### config.mk
export PLATFORM = sky130hd
export DESIGN_NAME = pwm_fade_controller
export DESIGN_NICKNAME = d
export VERILOG_FILES = /design/src/rtl/pwm_fade_controller.sv
export SDC_FILE = /design/constraint.sdc
export NUM_CORES = 1
export LEC_CHECK = 0
export CAP_MARGIN = 10
export CORE_AREA = 4 4 103 81
export CTS_BUF_LIST = sky130_fd_sc_hd__clkbuf_4 sky130_fd_sc_hd__clkbuf_8
export DETAILED_ROUTE_END_ITERATION = 10
export DIE_AREA = 0 0 107 85
export SYNTH_ARGS = -nofsm -noshare
export SYNTH_HDL_FRONTEND = slang
export SYNTH_SLANG_ARGS = --single-unit
### constraint.sdc
create_clock -name clock -period 3.1 [get_ports clock]
set_input_delay 0.31 -clock clock [delete_from_list [all_inputs] [get_ports clock]]
set_output_delay 0.31 -clock clock [all_outputs]
set_load 0.01 [all_outputs]
### src/rtl/pwm_fade_controller.sv
// Single-channel 8-bit PWM with static or breathing duty; duty changes only on period wrap.
module pwm_fade_controller #(
  parameter int unsigned PRESCALE  = 100000,
  parameter logic [7:0]  DUTY_STEP = 8'd1
) (
  input  logic       clock,
  input  logic       reset_n,
  input  logic       enable,
  input  logic       mode,
  input  logic [7:0] duty_cfg,
  input  logic [7:0] hold_periods,
  output logic       pwm_out,
  output logic [7:0] duty,
  output logic       period_start,
  output logic       cycle_done,
  output logic [2:0] state
);

  localparam int unsigned PRE_W       = $clog2(PRESCALE);
  localparam logic [PRE_W-1:0] PRE_LAST = PRE_W'(PRESCALE - 1);
  localparam logic [7:0]  PHASE_LAST  = 8'd254;
  localparam logic [7:0]  DUTY_MAX    = 8'd255;

  typedef enum logic [2:0] {
    S_IDLE     = 3'd0,
    S_STATIC   = 3'd1,
    S_UP       = 3'd2,
    S_TOP_HOLD = 3'd3,
    S_DOWN     = 3'd4,
    S_BOT_HOLD = 3'd5
  } state_t;

  state_t           state_q;
  state_t           state_d;
  logic [PRE_W-1:0] presc_q;
  logic [7:0]       phase_q;
  logic [7:0]       hold_q;
  logic [7:0]       hold_d;
  logic [7:0]       duty_d;
  logic             cycle_done_d;
  logic             running;
  logic             tick;
  logic             boundary;
  logic [8:0]       up_sum;
  logic [7:0]       up_sat;
  logic [7:0]       dn_sat;
  logic [7:0]       top_exit;

  assign running  = (state_q != S_IDLE);
  assign tick     = running && (presc_q == PRE_LAST);
  assign boundary = tick && (phase_q == PHASE_LAST);
  assign state    = state_q;
  assign pwm_out  = running && (phase_q < duty);

  // Saturating ramp arithmetic
  assign up_sum   = {1'b0, duty} + {1'b0, DUTY_STEP};
  assign up_sat   = (up_sum >= 9'd255) ? DUTY_MAX : up_sum[7:0];
  assign dn_sat   = (duty > DUTY_STEP) ? (duty - DUTY_STEP) : 8'd0;
  assign top_exit = DUTY_MAX - DUTY_STEP;

  // Tick prescaler, cleared while idle or disabled
  always_ff @(posedge clock or negedge reset_n) begin
    if (!reset_n) begin
      presc_q <= '0;
    end else if (!enable || !running || tick) begin
      presc_q <= '0;
    end else begin
      presc_q <= presc_q + PRE_W'(1);
    end
  end

  // Phase counter 0..254, advancing once per tick
  always_ff @(posedge clock or negedge reset_n) begin
    if (!reset_n) begin
      phase_q <= 8'd0;
    end else if (!enable || !running || boundary) begin
      phase_q <= 8'd0;
    end else if (tick) begin
      phase_q <= phase_q + 8'd1;
    end
  end

  // Period-start pulse, high the clock after the phase wraps
  always_ff @(posedge clock or negedge reset_n) begin
    if (!reset_n) begin
      period_start <= 1'b0;
    end else begin
      period_start <= enable && boundary;
    end
  end

  // FSM, duty and hold-counter registers
  always_ff @(posedge clock or negedge reset_n) begin
    if (!reset_n) begin
      state_q    <= S_IDLE;
      duty       <= 8'd0;
      hold_q     <= 8'd0;
      cycle_done <= 1'b0;
    end else begin
      state_q    <= state_d;
      duty       <= duty_d;
      hold_q     <= hold_d;
      cycle_done <= cycle_done_d;
    end
  end

  // Next state and duty; everything except idle entry/exit waits for a boundary
  always_comb begin
    state_d      = state_q;
    duty_d       = duty;
    hold_d       = hold_q;
    cycle_done_d = 1'b0;
    if (!enable) begin
      state_d = S_IDLE;
      duty_d  = 8'd0;
      hold_d  = 8'd0;
    end else begin
      case (state_q)
        S_IDLE: begin
          hold_d = 8'd0;
          if (mode) begin
            state_d = S_UP;
            duty_d  = 8'd0;
          end else begin
            state_d = S_STATIC;
            duty_d  = duty_cfg;
          end
        end
        default: begin
          if (boundary) begin
            if (!mode) begin
              state_d = S_STATIC;
              duty_d  = duty_cfg;
            end else begin
              case (state_q)
                S_STATIC: begin
                  state_d = S_UP;
                  duty_d  = 8'd0;
                end
                S_UP: begin
                  duty_d = up_sat;
                  if (up_sat == DUTY_MAX) begin
                    state_d = S_TOP_HOLD;
                    hold_d  = hold_periods;
                  end
                end
                S_TOP_HOLD: begin
                  if (hold_q == 8'd0) begin
                    state_d = S_DOWN;
                    duty_d  = top_exit;
                  end else begin
                    hold_d = hold_q - 8'd1;
                  end
                end
                S_DOWN: begin
                  duty_d = dn_sat;
                  if (dn_sat == 8'd0) begin
                    state_d = S_BOT_HOLD;
                    hold_d  = hold_periods;
                  end
                end
                S_BOT_HOLD: begin
                  if (hold_q == 8'd0) begin
                    state_d      = S_UP;
                    duty_d       = DUTY_STEP;
                    cycle_done_d = 1'b1;
                  end else begin
                    hold_d = hold_q - 8'd1;
                  end
                end
                default: begin
                  state_d = S_IDLE;
                  duty_d  = 8'd0;
                end
              endcase
            end
          end
        end
      endcase
    end
  end

endmodule
==> reports/metrics.cfg, run 1 <==
[floorplanning]
die_area_sq_um = 9100
fp.dieH_um = 85
core_sq_um = 7230
die_w_um = 107
row_count = 27
initial_utilization = 0.443
io_pins = 34

[grt]
grt_pass1_vias = 2757
grt_max_degree = 47
gr-total-overflow = 0
grt_first_pass_wirelength_mm = 14.3
antenna_found_initial = 0
track_usage = 0.196

[logic_synthesis]
synth-seq-area-share = 0.359
avgSynthCellArea_sq_um = 8.30
ys.flop_type = dfrtp_1
syn_area_sq_um = 3210
syn_nets = 422
ys_types = 57
synth_seq_cells = 46
yosys_warnings = 0
synth_edf_count = 0
async_reset_ff_frac = 1.00
postSynthCellCount = 386

[cells_and_area]
instances_no_fill = 527
antenna_cells = 0
drive_gt1_frac = 0.0869
final_cell_mix = dfrtp_1 (46), nor2_1 (45), clkdlybuf4s50_1 (32)
nNetsFinal = 461
final_core_util = 0.526
area_growth_pct = 18.5
layout_commonest_cell = dfrtp_1

[route]
post-route-drc-count = 0
vias_per_cell = 5.62
vias = 2960
wl_per_cell_um = 16.2
first_iter_violations = 201
detail-route-antenna-nets = 0
drt_first_pass_iters = 4
routed_wl_mm = 8.55

[worst_setup_path]
end_kind = output pin
crit_type = reg -> out
crit_fanout = 13
cp.arrival_ps = 2630
critPathRequiredTime_ps = 2790
cp-start-kind = flop

[timing]
worst_hold_slack_ps = 172
finalClockSkew_ps = 9.32
slew_viol_final = 0
final-setup-viol-count = 0
hold_viol_final = 0
worst_pin_slew_ps = 1060
finalSetupTns_ps = 0
rsz0062_at_grt = no
post-route-period-util = 0.948
min_period_ps = 2940
timing.fmax_mhz = 340
relSlewSlack = 0.291

[clock_network]
htreeDepth = 2
clk_path_buf_depth = 2
cts_sinks = 46
tritoncts = done
cts_hold_buf = 0
cts_setup_buffers = 0
path_clk_slew_ps = 90
clockRootBuffer = clkbuf_8
cts_made_buffers = 5
ctsResizeCount = 0
clk_latency_ps = 300

[pwr]
powerDensity_nw_per_um2 = 377
cellLeakagePower_nw = 1.56
irDropWorstVdd_v = 0.000145

[min_path]
hold_class = in -> async

[placement]
gp_congestion = 0.968
post-place-cells = 519
dpl.hpwl_mm = 6.32
io_buffers = 33

[flow_run]
drv_cap = 0

[run_status]
outcome = completed

## per-stage QoR
step / instance area (sq um) / total power (W) / setup slack, ps
CTS: 3800 / 0.00145 / 172
global route: 3800 / 0.00152 / 18.8
global placement: 3710 / 0.00106 / 370
detailed placement: 3710 / 0.00106 / 327
floorplan: 3210 / 0.000895 / 328
finish: 3800 / 0.00143 / 161
## where the power goes
group	internal [W]	total [W]	switching [W]
Combinational	0.000175	0.000405	0.000230
Sequential	0.000615	0.000648	0.0000338
Clock	0.000159	0.000381	0.000222
Total	0.000948	0.00143	0.000486
## synthesized netlist by cell type, drive strengths merged, types with 3 or more instances
master | n | area [sq um]
o31ai | 3 | 22.5
nand4 | 10 | 62.6
and3 | 8 | 50.1
a211oi | 5 | 37.5
or3 | 5 | 31.3
nand3 | 11 | 55.1
a21o | 5 | 37.5
buf | 5 | 22.5
or2 | 3 | 18.8
xor2 | 12 | 105
and2 | 3 | 18.8
a31oi | 4 | 25.0
nand2 | 29 | 111
clkbuf | 12 | 45.0
a21oi | 25 | 125
inv | 18 | 67.6
nor2b | 8 | 50.1
or4 | 4 | 41.3
nand2b | 5 | 31.3
nor3 | 12 | 70.1
ha | 16 | 200
nor4 | 4 | 31.3
nor3b | 3 | 22.5
mux2i | 3 | 30.0
xnor2 | 12 | 105
nor2 | 45 | 169
o21ai | 35 | 175
a22oi | 8 | 60.1
dfrtp | 46 | 1150
## cell type report
type                    count  area, sq um
clock inverters             3         21.3
flip-flops and latches     46         1150
clock buffers               5         68.8
multi-input cells         305         1920
repair buffers             49          445
fillers                   693         3430
well taps                 101          126
inverters                  18         67.6
## path summary, 6_finish.rpt
check | start | end | slack [ps] | depth (start not counted)
min reg2reg | presc_q[0] | presc_q[0] | 490 | 1
max | duty[2] | pwm_out | 160 | 8
max reg2reg | duty[1] | hold_q[0] | 310 | 8
min | reset_n | duty[6] | 170 | 1
max in group asynchronous | reset_n | phase_q[3] | 2250 | 1
min in group clock | presc_q[0] | presc_q[0] | 490 | 1
## worst max-delay path: stages, from the launching register on
cell and delay, ps:
dfrtp_1 630, inv_1 200, ha_1 330, a21o_1 150, a21oi_1 140, nor2b_1 60, o21ai_0 140, a21o_1 140
clkdlybuf4s50_1 530
## state kept, by name, summed over array words and instances (netlist names)
| name | count |
|---|---|
| period_start | 1 |
| phase_q | 8 |
| hold_q | 8 |
| state | 3 |
| cycle_done | 1 |
| presc_q | 17 |
| duty | 8 |
## cells by family after synthesis
kind of cell | Yosys count | share of synthesized area
and+or+nand+nor | 155 | 0.252
adders and majority gates | 16 | 0.0625
buffers and inverters | 35 | 0.0422
muxes | 3 | 0.00937
AOI/OAI and AO/OA | 107 | 0.210
DFF | 46 | 0.359
xor gates and xnor gates | 24 | 0.0656
## routing by layer
layer	up-vias	routed length, um	GRT usage
met4	0	57	0.0348
met1	1389	4470	0.308
met2	95	3440	0.281
met5	-	0	0
li1	1469	-	-
met3	7	586	0.0335
Note: power is estimated with default switching activity, not from simulation.
==> run 2, diff against run 1 <==
- TNS_END_PERCENT: default -> 30
- clock period: 3.1 -> 3 ns (I/O delays scaled with it)
==> reports/metrics.cfg, run 2 (same netlist as run 1, synthesis figures left out) <==
[run_status]
outcome = completed

[worst_setup_path]
cpMostUsedCell = a21o_1
r2r_setup_slack_ps = 260
cp-start-kind = flop
crit_path_start = duty[2]
worstRegToRegCells = 9
crit_type = reg -> out
end_kind = output pin
path_buf_inv = 2
reg2reg_from = duty[0]
cp-endpoint = pwm_out
slowest_stage = dfrtp_1
critPathTopFamily = buffers and inverters
critPathRequiredTime_ps = 2700
crit_fanout = 10
worstReg2RegEnd = hold_q[6]
cp.arrival_ps = 2510
cp.depth = 8
max_stage_delay_ps = 550
path_cells = inv_1 > ha_1 > a21o_1 > a21oi_1 > nor2b_1 > o21ai_0 > a21o_1 > clkdlybuf4s50_1

[pwr]
cellLeakagePower_nw = 1.61
clkPwrFrac = 0.270
cellInternalPower_w = 0.00102
switching_power_w = 0.000488
seqPwrFrac = 0.441
swShare = 0.323
powerDensity_nw_per_um2 = 389
combPwrFrac = 0.289
irDropWorstVdd_v = 0.000180

[timing]
min_period_ps = 2810
final-setup-viol-count = 0
postLayoutSetupSlackWorst_ps = 188
timing.fmax_mhz = 356
worst_hold_slack_ps = 429
finalClockSkew_ps = 16.6
rsz0062_at_grt = no
worst_pin_slew_ps = 914
finalSetupTns_ps = 0
relSlewSlack = 0.389
post-route-period-util = 0.937
slew_viol_final = 0
hold_viol_final = 0

[clock_network]
cts_sinks = 46
clk_latency_ps = 300
clockRootBuffer = clkbuf_8
path_clk_slew_ps = 100
cts_made_buffers = 5
htreeDepth = 2
clk_path_buf_depth = 2
tritoncts = done

[grt]
track_usage = 0.196
grt_first_pass_wirelength_mm = 14.6
grt_pass1_vias = 2853
gr-total-overflow = 0
grt_max_degree = 47
antenna_found_initial = 0

[cells_and_area]
multi_input_area_sq_um = 1930
final_core_util = 0.537
layout_commonest_cell = dfrtp_1
antenna_cells = 0
ff_latch_area_sq_um = 1150
fill_cells = 723
fin_area_sq_um = 3880
nNetsFinal = 468
drive_gt1_frac = 0.102
max_flop_register = presc_q
area_growth_pct = 21.0
largest_register_ffs = 17
final_cell_mix = dfrtp_1 (46), nor2_1 (45), clkdlybuf4s50_1 (32)

[min_path]
hold_class = in -> async

[route]
routed_wl_mm = 8.61
vias_per_cell = 5.70
drt_first_pass_iters = 5
detail-route-antenna-nets = 0
post-route-drc-count = 0
wl_per_cell_um = 16.1
vias = 3042
first_iter_violations = 265

[placement]
placed_area_sq_um = 3750
dpl.hpwl_mm = 6.39
post-place-ws_ps = 197
io_buffers = 33
gp_congestion = 0.954

[floorplanning]
io_pins = 34
die_w_um = 107
initial_utilization = 0.443
fp.dieH_um = 85
row_count = 27
core_sq_um = 7230
die_area_sq_um = 9100

[flow_run]
drv_cap = 0

-- run 2: what timing repair did --
| item | in CTS | in global routing |
|---|---|---|
| setup buffers | 0 | 0 |
| setup endpoints to repair | 0 | 4 |
| hold buffers | 0 | 1 |
| endpoints found under the hold margin | 0 | 11 |
| resized for setup | 0 | 1 |
-- run 2: per-stage QoR --
| stage | total power, W | std cells |
|---|---|---|
| after global routing | 0.00160 | 534 |
| after CTS | 0.00151 | 532 |
| after floorplan | 0.000925 | 386 |
| after global placement | 0.00110 | 524 |
| after detailed placement | 0.00110 | 524 |
| final | 0.00151 | 534 |
-- run 2: worst reg2reg max path, stage by stage, from the launching register on --
cell and delay (ps):
dfrtp_1 520, inv_1 130, ha_1 330, nor2b_1 190
a311oi_1 260, a21oi_1 80, o41ai_2 390, a21o_1 190
nand4_1 310, o21ai_1 250
-- run 2: power by group through the flow --
stage,logic [W],clock network [W],registers [W]
global placement,0.000425,0,0.000676
finish,0.000436,0.000408,0.000665
floorplan,0.000255,0,0.000670
global route,0.000480,0.000455,0.000669
CTS,0.000427,0.000421,0.000665
detailed placement,0.000424,0,0.000677
-- run 2: how the worst min path moves through the flow --
| stage | slack [ps] | startpoint | end | cells after the start |
|---|---|---|---|---|
| finish | 430 | reset_n | duty[5] | 2 |
| global route | 470 | reset_n | duty[4] | 2 |
| CTS | 240 | reset_n | duty[5] | 1 |
| detailed placement | 480 | presc_q[0] | presc_q[0] | 1 |
| global placement | 470 | presc_q[0] | presc_q[0] | 1 |
| floorplan | 4 | reset_n | cycle_done | 0 |
-- run 2: per-layer routing --
metal  track usage  routed length (um)  up-vias
li1              -                   -     1482
met1         0.302                4310     1446
met2         0.279                3540      106
met3        0.0464                 708        8
met4        0.0337                  59        0
met5             0                   0        -
-- run 2: final cells by class --
class / count / area share
repair buffers: 56 / 0.132
multi-input cells: 305 / 0.497
flip-flops and latches: 46 / 0.297
inverters: 18 / 0.0174
well taps: 101 / 0.0326
clock buffers: 7 / 0.0232
clock inverters: 1 / 0.00129
==> run 3, diff against run 2 <==
- CAP_MARGIN: 10 -> 20
- CORE_AREA: 4 4 103 81 -> 2 2 112 87
- DIE_AREA: 0 0 107 85 -> 0 0 114 89
==> reports/metrics.cfg, run 3 (same netlist as run 1, synthesis figures left out) <==
[clock_network]
htreeDepth = 2
cts_sinks = 46
tritoncts = done
cts_made_buffers = 5
path_clk_slew_ps = 90
clk_latency_ps = 300
clk_path_buf_depth = 2
clockRootBuffer = clkbuf_8

[timing]
timing.fmax_mhz = 354
relSlewSlack = 0.393
slew_viol_final = 0
min_period_ps = 2830
post-route-period-util = 0.942
final-setup-viol-count = 0
finalSetupTns_ps = 0
finalClockSkew_ps = 9.01
worst_hold_slack_ps = 411
postLayoutSetupSlackWorst_ps = 174
rsz0062_at_grt = no
hold_viol_final = 0
worst_pin_slew_ps = 907

[cells_and_area]
antenna_cells = 0
largest_register_ffs = 17
instances_no_fill = 544
max_flop_register = presc_q
final_cell_mix = nor2_1 (45), dfrtp_1 (44), clkdlybuf4s50_1 (32)
drive_gt1_frac = 0.104
nNetsFinal = 468
area_growth_pct = 21.0
layout_commonest_cell = nor2_1

[grt]
grt_pass1_vias = 2829
gr-total-overflow = 0
antenna_found_initial = 0
track_usage = 0.180
grt_max_degree = 47
grt_first_pass_wirelength_mm = 14.4

[worst_setup_path]
cp-start-kind = flop
crit_type = reg -> out
end_kind = output pin
r2r_setup_slack_ps = 230
cp.arrival_ps = 2530
worstRegToRegCells = 8
critPathRequiredTime_ps = 2700
crit_fanout = 10

[floorplanning]
fp.dieH_um = 89
die_w_um = 114
io_pins = 34
initial_utilization = 0.359
core_sq_um = 8930
die_area_sq_um = 10100
row_count = 30

[flow_run]
drv_cap = 0

[route]
wl_per_cell_um = 15.9
vias_per_cell = 5.53
drt_first_pass_iters = 4
first_iter_violations = 249
detail-route-antenna-nets = 0
routed_wl_mm = 8.64
post-route-drc-count = 0
vias = 3009

[placement]
io_buffers = 33
post-place-ws_ps = 236
post-place-cells = 534
dpl.hpwl_mm = 6.48
gp_congestion = 0.937

[min_path]
hold_class = in -> async

[pwr]
cellLeakagePower_nw = 1.60
powerDensity_nw_per_um2 = 380
irDropWorstVdd_v = 0.000167

[run_status]
outcome = completed

==> run 3: worst max-delay path: stages, from the launching register on <==
cell and delay [ps]:
dfrtp_1 550, inv_1 180, ha_1 320, a21o_1 150, a21oi_1 150, nor2b_1 50, o21ai_0 140, a21o_1 140
clkdlybuf4s50_1 530
==> run 3: routing by layer <==
metal,part of all wire,GRT usage
met5,0,0
met3,0.067,0.0373
met2,0.42,0.266
met1,0.51,0.273
met4,0.0057,0.0322
==> run 3: path summary, 6_finish.rpt <==
check,start,endpoint
setup / recovery,duty[2],pwm_out
hold / removal,reset_n,duty[4]
setup reg to reg,duty[0],hold_q[0]
hold reg to reg,presc_q[0],presc_q[0]
max in group asynchronous,reset_n,presc_q[15]
min in group clock,presc_q[0],presc_q[0]
==> run 3: cell type report <==
cell class	count	area, sq um
fillers	908	5050
repair buffers	56	513
inverters	18	67.6
multi-input cells	305	1930
clock buffers	5	68.8
clock inverters	2	10.0
flip-flops and latches	46	1150
well taps	112	140
==> run 3: where the power goes <==
group	switching, W	leakage, nW	internal [W]
Clock	0.000217	0.0438	0.000157
Combinational	0.000241	0.920	0.000188
Sequential	0.0000361	0.632	0.000636
Total	0.000494	1.60	0.000981
==> run 3: timing repair <==
item	4_1_cts	5_1_grt
hold endpoints to repair	0	10
hold buffers	0	1
endpoints found under the setup margin	0	9
setup buffers	0	1
resized for setup	0	3
==> run 3: per-stage QoR <==
stage                     power, W  instance area, sq um  utilization
after global placement     0.00111                  3750        0.420
after floorplan           0.000925                  3210            -
final                      0.00147                  3880        0.434
after global routing       0.00156                  3880        0.434
after CTS                  0.00148                  3830        0.429
after detailed placement   0.00110                  3750        0.420
==> patch 1: new RTL, settings of run 3 <==
The localparam `DUTY_MAX` goes from 8'd255 to 8'd127.
--- a/src/rtl/pwm_fade_controller.sv
+++ b/src/rtl/pwm_fade_controller.sv
@@ -19,7 +19,7 @@
   localparam int unsigned PRE_W       = $clog2(PRESCALE);
   localparam logic [PRE_W-1:0] PRE_LAST = PRE_W'(PRESCALE - 1);
   localparam logic [7:0]  PHASE_LAST  = 8'd254;
-  localparam logic [7:0]  DUTY_MAX    = 8'd255;
+  localparam logic [7:0]  DUTY_MAX    = 8'd127;
 
   typedef enum logic [2:0] {
     S_IDLE     = 3'd0,
Formal check against the unedited RTL: same outputs for any inputs over 10 cycles, from zero or initial values and one cycle with reset_n low; that may be too few to reach the edited logic, so the function may still have changed.
==> patch 1 against run 3 <==
- combinational power grew 90%
- die area is the same
- fmax is essentially flat
- total power grew 34%
- highest routed layer unchanged
- critical endpoint is now duty[1]$_DFFE_PN0P_
- synthesized area shrank 0.74%
- design area shrank 0.58%
- critical path type is now flip-flop to flip-flop
- global-route usage shrank 0.49 points
- sequential cell count is the same
- clock power grew 14%
- setup slack lost 0.00056 ns
- routed wire length is essentially flat
==> patch 1: results (changes against run 3) <==
status=completed; routed length on met3=727 um (+26%); crit path DAT=3.02 ns (+0.49 ns); Detail Placement HPWL=6290 um (-2.8%); largest net degree at the start of global routing=39 (-17%); nets=465 (-0.64%); global-route wire length before repair=14000 um (-2.9%); GRT Overall Usage=17.5% (-0.49 points); FILL cells=899 (-0.99%); worst reg2reg path depth=6 (-2); vias in the first global route=2719 (-3.9%); Avg WL per Cell=15.9 um (+0.33%); wl on met1=4370 um (-1.0%); worst vdd ir=0.145 mV (-13%); Leakage=0.00159 uW (-0.38%); layout cells sized above 1=9.30% (-1.1 points); met2 Use GR=24.4% (-2.3 points); FF-to-FF setup slack=0.17 ns (-0.06 ns); final wirelength=8640 um (about the same); Max transition margin=56.5% (+17 points); CP endpoint=duty[1]$_DFFE_PN0P_; P_comb=816 uW (+90%); Critical R2R Launch=presc_q[5]$_DFF_PN0_; Internal Power=1190 uW (+21%); post-synth cell types=54 (-5.3%); Max FO, Critical Path=7 (-3); Placer Congestion=0.912 (-2.7%); syn nets=421 (-0.24%); Placed Cells=533 (-0.19%)
patch 1: how the worst min path moves through the flow:
stage                          from                   end  depth (start not counted)
2_1_floorplan               reset_n  cycle_done$_DFF_PN0_                          0
3_3_place_gp   presc_q[0]$_DFF_PN0_  presc_q[0]$_DFF_PN0_                          1
3_5_place_dp                reset_n   duty[1]$_DFFE_PN0P_                          1
4_1_cts                     reset_n   duty[1]$_DFFE_PN0P_                          2
5_1_grt                     reset_n   duty[1]$_DFFE_PN0P_                          2
6_report                    reset_n   duty[1]$_DFFE_PN0P_                          2
patch 1: cell type report:
| type | instances | area [um2] | share of cell area [%] |
|---|---|---|---|
| clock buffer | 6 | 82.6 | 2.14 |
| multi-input combinational | 308 | 1920 | 49.7 |
| timing repair buffer | 55 | 504 | 13.1 |
| inverter | 13 | 48.8 | 1.27 |
| clock inverter | 2 | 12.5 | 0.324 |
| tap | 112 | 140 | 3.63 |
| sequential | 46 | 1150 | 29.8 |
patch 1: worst max-delay path, stage by stage (launching register included):
cell     delay, ns
dfrtp_1       0.44
or4_1         0.55
or4_4         0.55
o21ai_2       0.22
o31ai_2       0.14
or3_1         0.46
o21ai_0       0.34
patch 1: metrics by stage:
stage               hold WS, ns  worst slack [ns]
finish                    0.378             0.174
global route              0.420            0.0540
CTS                       0.373             0.168
detailed placement        0.194             0.213
global placement          0.477             0.182
floorplan               0.00441             0.402
patch 1: kinds of logic after synthesis:
kind of cell,synth area share (%)
and+or+nand+nor,25.8
AOI/OAI and AO/OA,20.4
DFF,36.2
buffers and inverters,3.74
xor gates and xnor gates,6.33
adders and majority gates,6.29
muxes,1.26
patch 1: repair_timing:
item | in CTS | in global routing
endpoints found under the setup margin | 1 | 0
gates resized for setup | 2 | 0
endpoints found under the hold margin | 8 | 0
hold buffers | 1 | 0
==> patch 2: new RTL, settings of run 3 <==
Made on the original files. `hold_q` no longer has a reset.
--- a/src/rtl/pwm_fade_controller.sv
+++ b/src/rtl/pwm_fade_controller.sv
@@ -94,14 +94,16 @@
     if (!reset_n) begin
       state_q    <= S_IDLE;
       duty       <= 8'd0;
-      hold_q     <= 8'd0;
       cycle_done <= 1'b0;
     end else begin
       state_q    <= state_d;
       duty       <= duty_d;
-      hold_q     <= hold_d;
       cycle_done <= cycle_done_d;
     end
+  end
+
+  always_ff @(posedge clock) begin
+    hold_q <= hold_d;
   end
 
   // Next state and duty; everything except idle entry/exit waits for a boundary
Formal check against the unedited RTL: same outputs for any inputs over 10 cycles, from zero or initial values and one cycle with reset_n low; that may be too few to reach the edited logic, so the function may still have changed.
==> patch 2 against run 3 <==
- global-route usage increased by 0.88 points
- total power is 34% higher
- count of clock-buffer cells in the layout stayed put
- sequential cell count unchanged
- combinational power is 86% higher
- routed wire length increased by 4.1%
- clock power grew 28%
- critical path depth is the same
- setup slack got worse by 0.041 ns
- synthesized area is 4.4% higher
- design area increased by 2.4%
- utilization rose by 1.0 points
- synthesized cell count up 4.9%
==> patch 2: results (changes against run 3) <==
Critical R2R Launch=duty[1]$_DFFE_PN0P_; Worst Tran Pin Value=0.908 ns (+0.00109 ns); FF-to-FF setup slack=0.13 ns (-0.10 ns); Worst Skew=0.00641 ns (-0.00260 ns); syn nets=441 (+4.5%); top cells by area, synth=dfrtp_1, ha_1, nor2_1; WS Path Type=flip-flop to flip-flop; slowest stage delay, CP=0.51 ns (-0.04 ns); layout cells sized above 1=8.20% (-2.2 points); global-route wire length before repair=15200 um (+5.5%); Post-Synthesis Cells=405 (+4.9%); Detail Placement HPWL=6730 um (+4.0%); Top Family by Delay on Critical Path=compound AO/OA/AOI/OAI gates; worst vdd ir=0.206 mV (+23%); status=completed; vias in the first global route=3000 (+6.0%); final wirelength=8990 um (+4.1%); GRT Overall Usage=18.9% (+0.88 points); CP endpoint=hold_q[7]$_SDFFE_PP0P_; post-synth cell types=62 (+8.8%); Commonest cells post-synth=nor2_1, dfrtp_1, nand2_1; Leakage=0.00163 uW (+2.0%); CP max-delay cell=o21ai_0; register area share after synthesis=33.2% (-2.7 points); Max FO, Critical Path=11 (+1); Placer Congestion=0.917 (-2.1%); top-area cell type share of the netlist area=28.4% (-7.5 points)
==> patch 2: changes by cell type in the layout (fill, tap and decap cells not counted), sizes merged, moves of 4 or more <==
cell | run 3 | this run
o211ai | 1 | 5
a22oi | 8 | 2
nand3 | 11 | 20
nor3 | 12 | 7
dfxtp | 0 | 8
o32ai | 1 | 5
nor2b | 8 | 2
nand4 | 10 | 15
dfrtp | 46 | 38
o22ai | 2 | 7
buf | 23 | 18
o21ai | 35 | 10
==> patch 2: final cells by class <==
class                      count  area, um2  area share, %
clock buffer                   5       68.8           1.73
clock inverter                 3       43.8           1.10
inverter                      19       71.3           1.80
multi-input combinational    316       2080           52.3
sequential                    46       1110           28.0
tap                          112        140           3.53
timing repair buffer          50        455           11.5
==> patch 2: power by group through the flow <==
| stage | logic [uW] | clock network [uW] | registers, uW |
|---|---|---|---|
| after floorplan | 491 | 0 | 704 |
| after global placement | 785 | 0 | 715 |
| after detailed placement | 784 | 0 | 715 |
| after CTS | 790 | 500 | 703 |
| after global routing | 870 | 530 | 714 |
| final | 798 | 477 | 706 |
==> patch 2: cells by family (layout without fill, tap and decap cells) <==
logic type | count (synthesis) | count (layout) | synth area share (%)
AO/OA/AOI/OAI | 96 | 96 | 20.1
XOR/XNOR | 24 | 24 | 6.28
adder cells (fa/ha/maj) | 16 | 16 | 5.98
buffers and inverters | 43 | 77 | 4.86
flip-flops | 46 | 46 | 33.2
multiplexers | 5 | 5 | 1.53
AND/OR/NAND/NOR | 175 | 175 | 28.1
==> patch 2: per-stage QoR <==
stage / instance area, um2 / setup slack, ns / hold slack, ns / utilization, % / power [uW]
final: 3970 / 0.133 / 0.123 / 44.5 / 1980
after global routing: 3970 / 0.0371 / 0.191 / 44.5 / 2110
after floorplan: 3350 / 0.0707 / 0.00441 / - / 1190
after global placement: 3850 / 0.211 / 0.439 / 43.1 / 1500
after CTS: 3970 / 0.0209 / 0.149 / 44.4 / 1990
after detailed placement: 3850 / 0.151 / 0.450 / 43.1 / 1500
==> patch 2: how the worst min path moves through the flow <==
stage                              start                      to  slack [ns]  depth (start not counted)
global placement    presc_q[0]$_DFF_PN0_    presc_q[0]$_DFF_PN0_        0.44                          1
global route                     reset_n     duty[2]$_DFFE_PN0P_        0.19                          1
detailed placement  presc_q[0]$_DFF_PN0_    presc_q[0]$_DFF_PN0_        0.45                          1
CTS                              reset_n     duty[2]$_DFFE_PN0P_        0.15                          1
finish                           reset_n  period_start$_DFF_PN0_        0.12                          1
floorplan                        reset_n    cycle_done$_DFF_PN0_       0.004                          0
==> patch 2: per-layer routing <==
metal,up-vias,GRT usage (%)
met2,116,27.1
met4,0,4.43
met5,-,0
met1,1485,28.9
li1,1556,-
met3,4,3.80
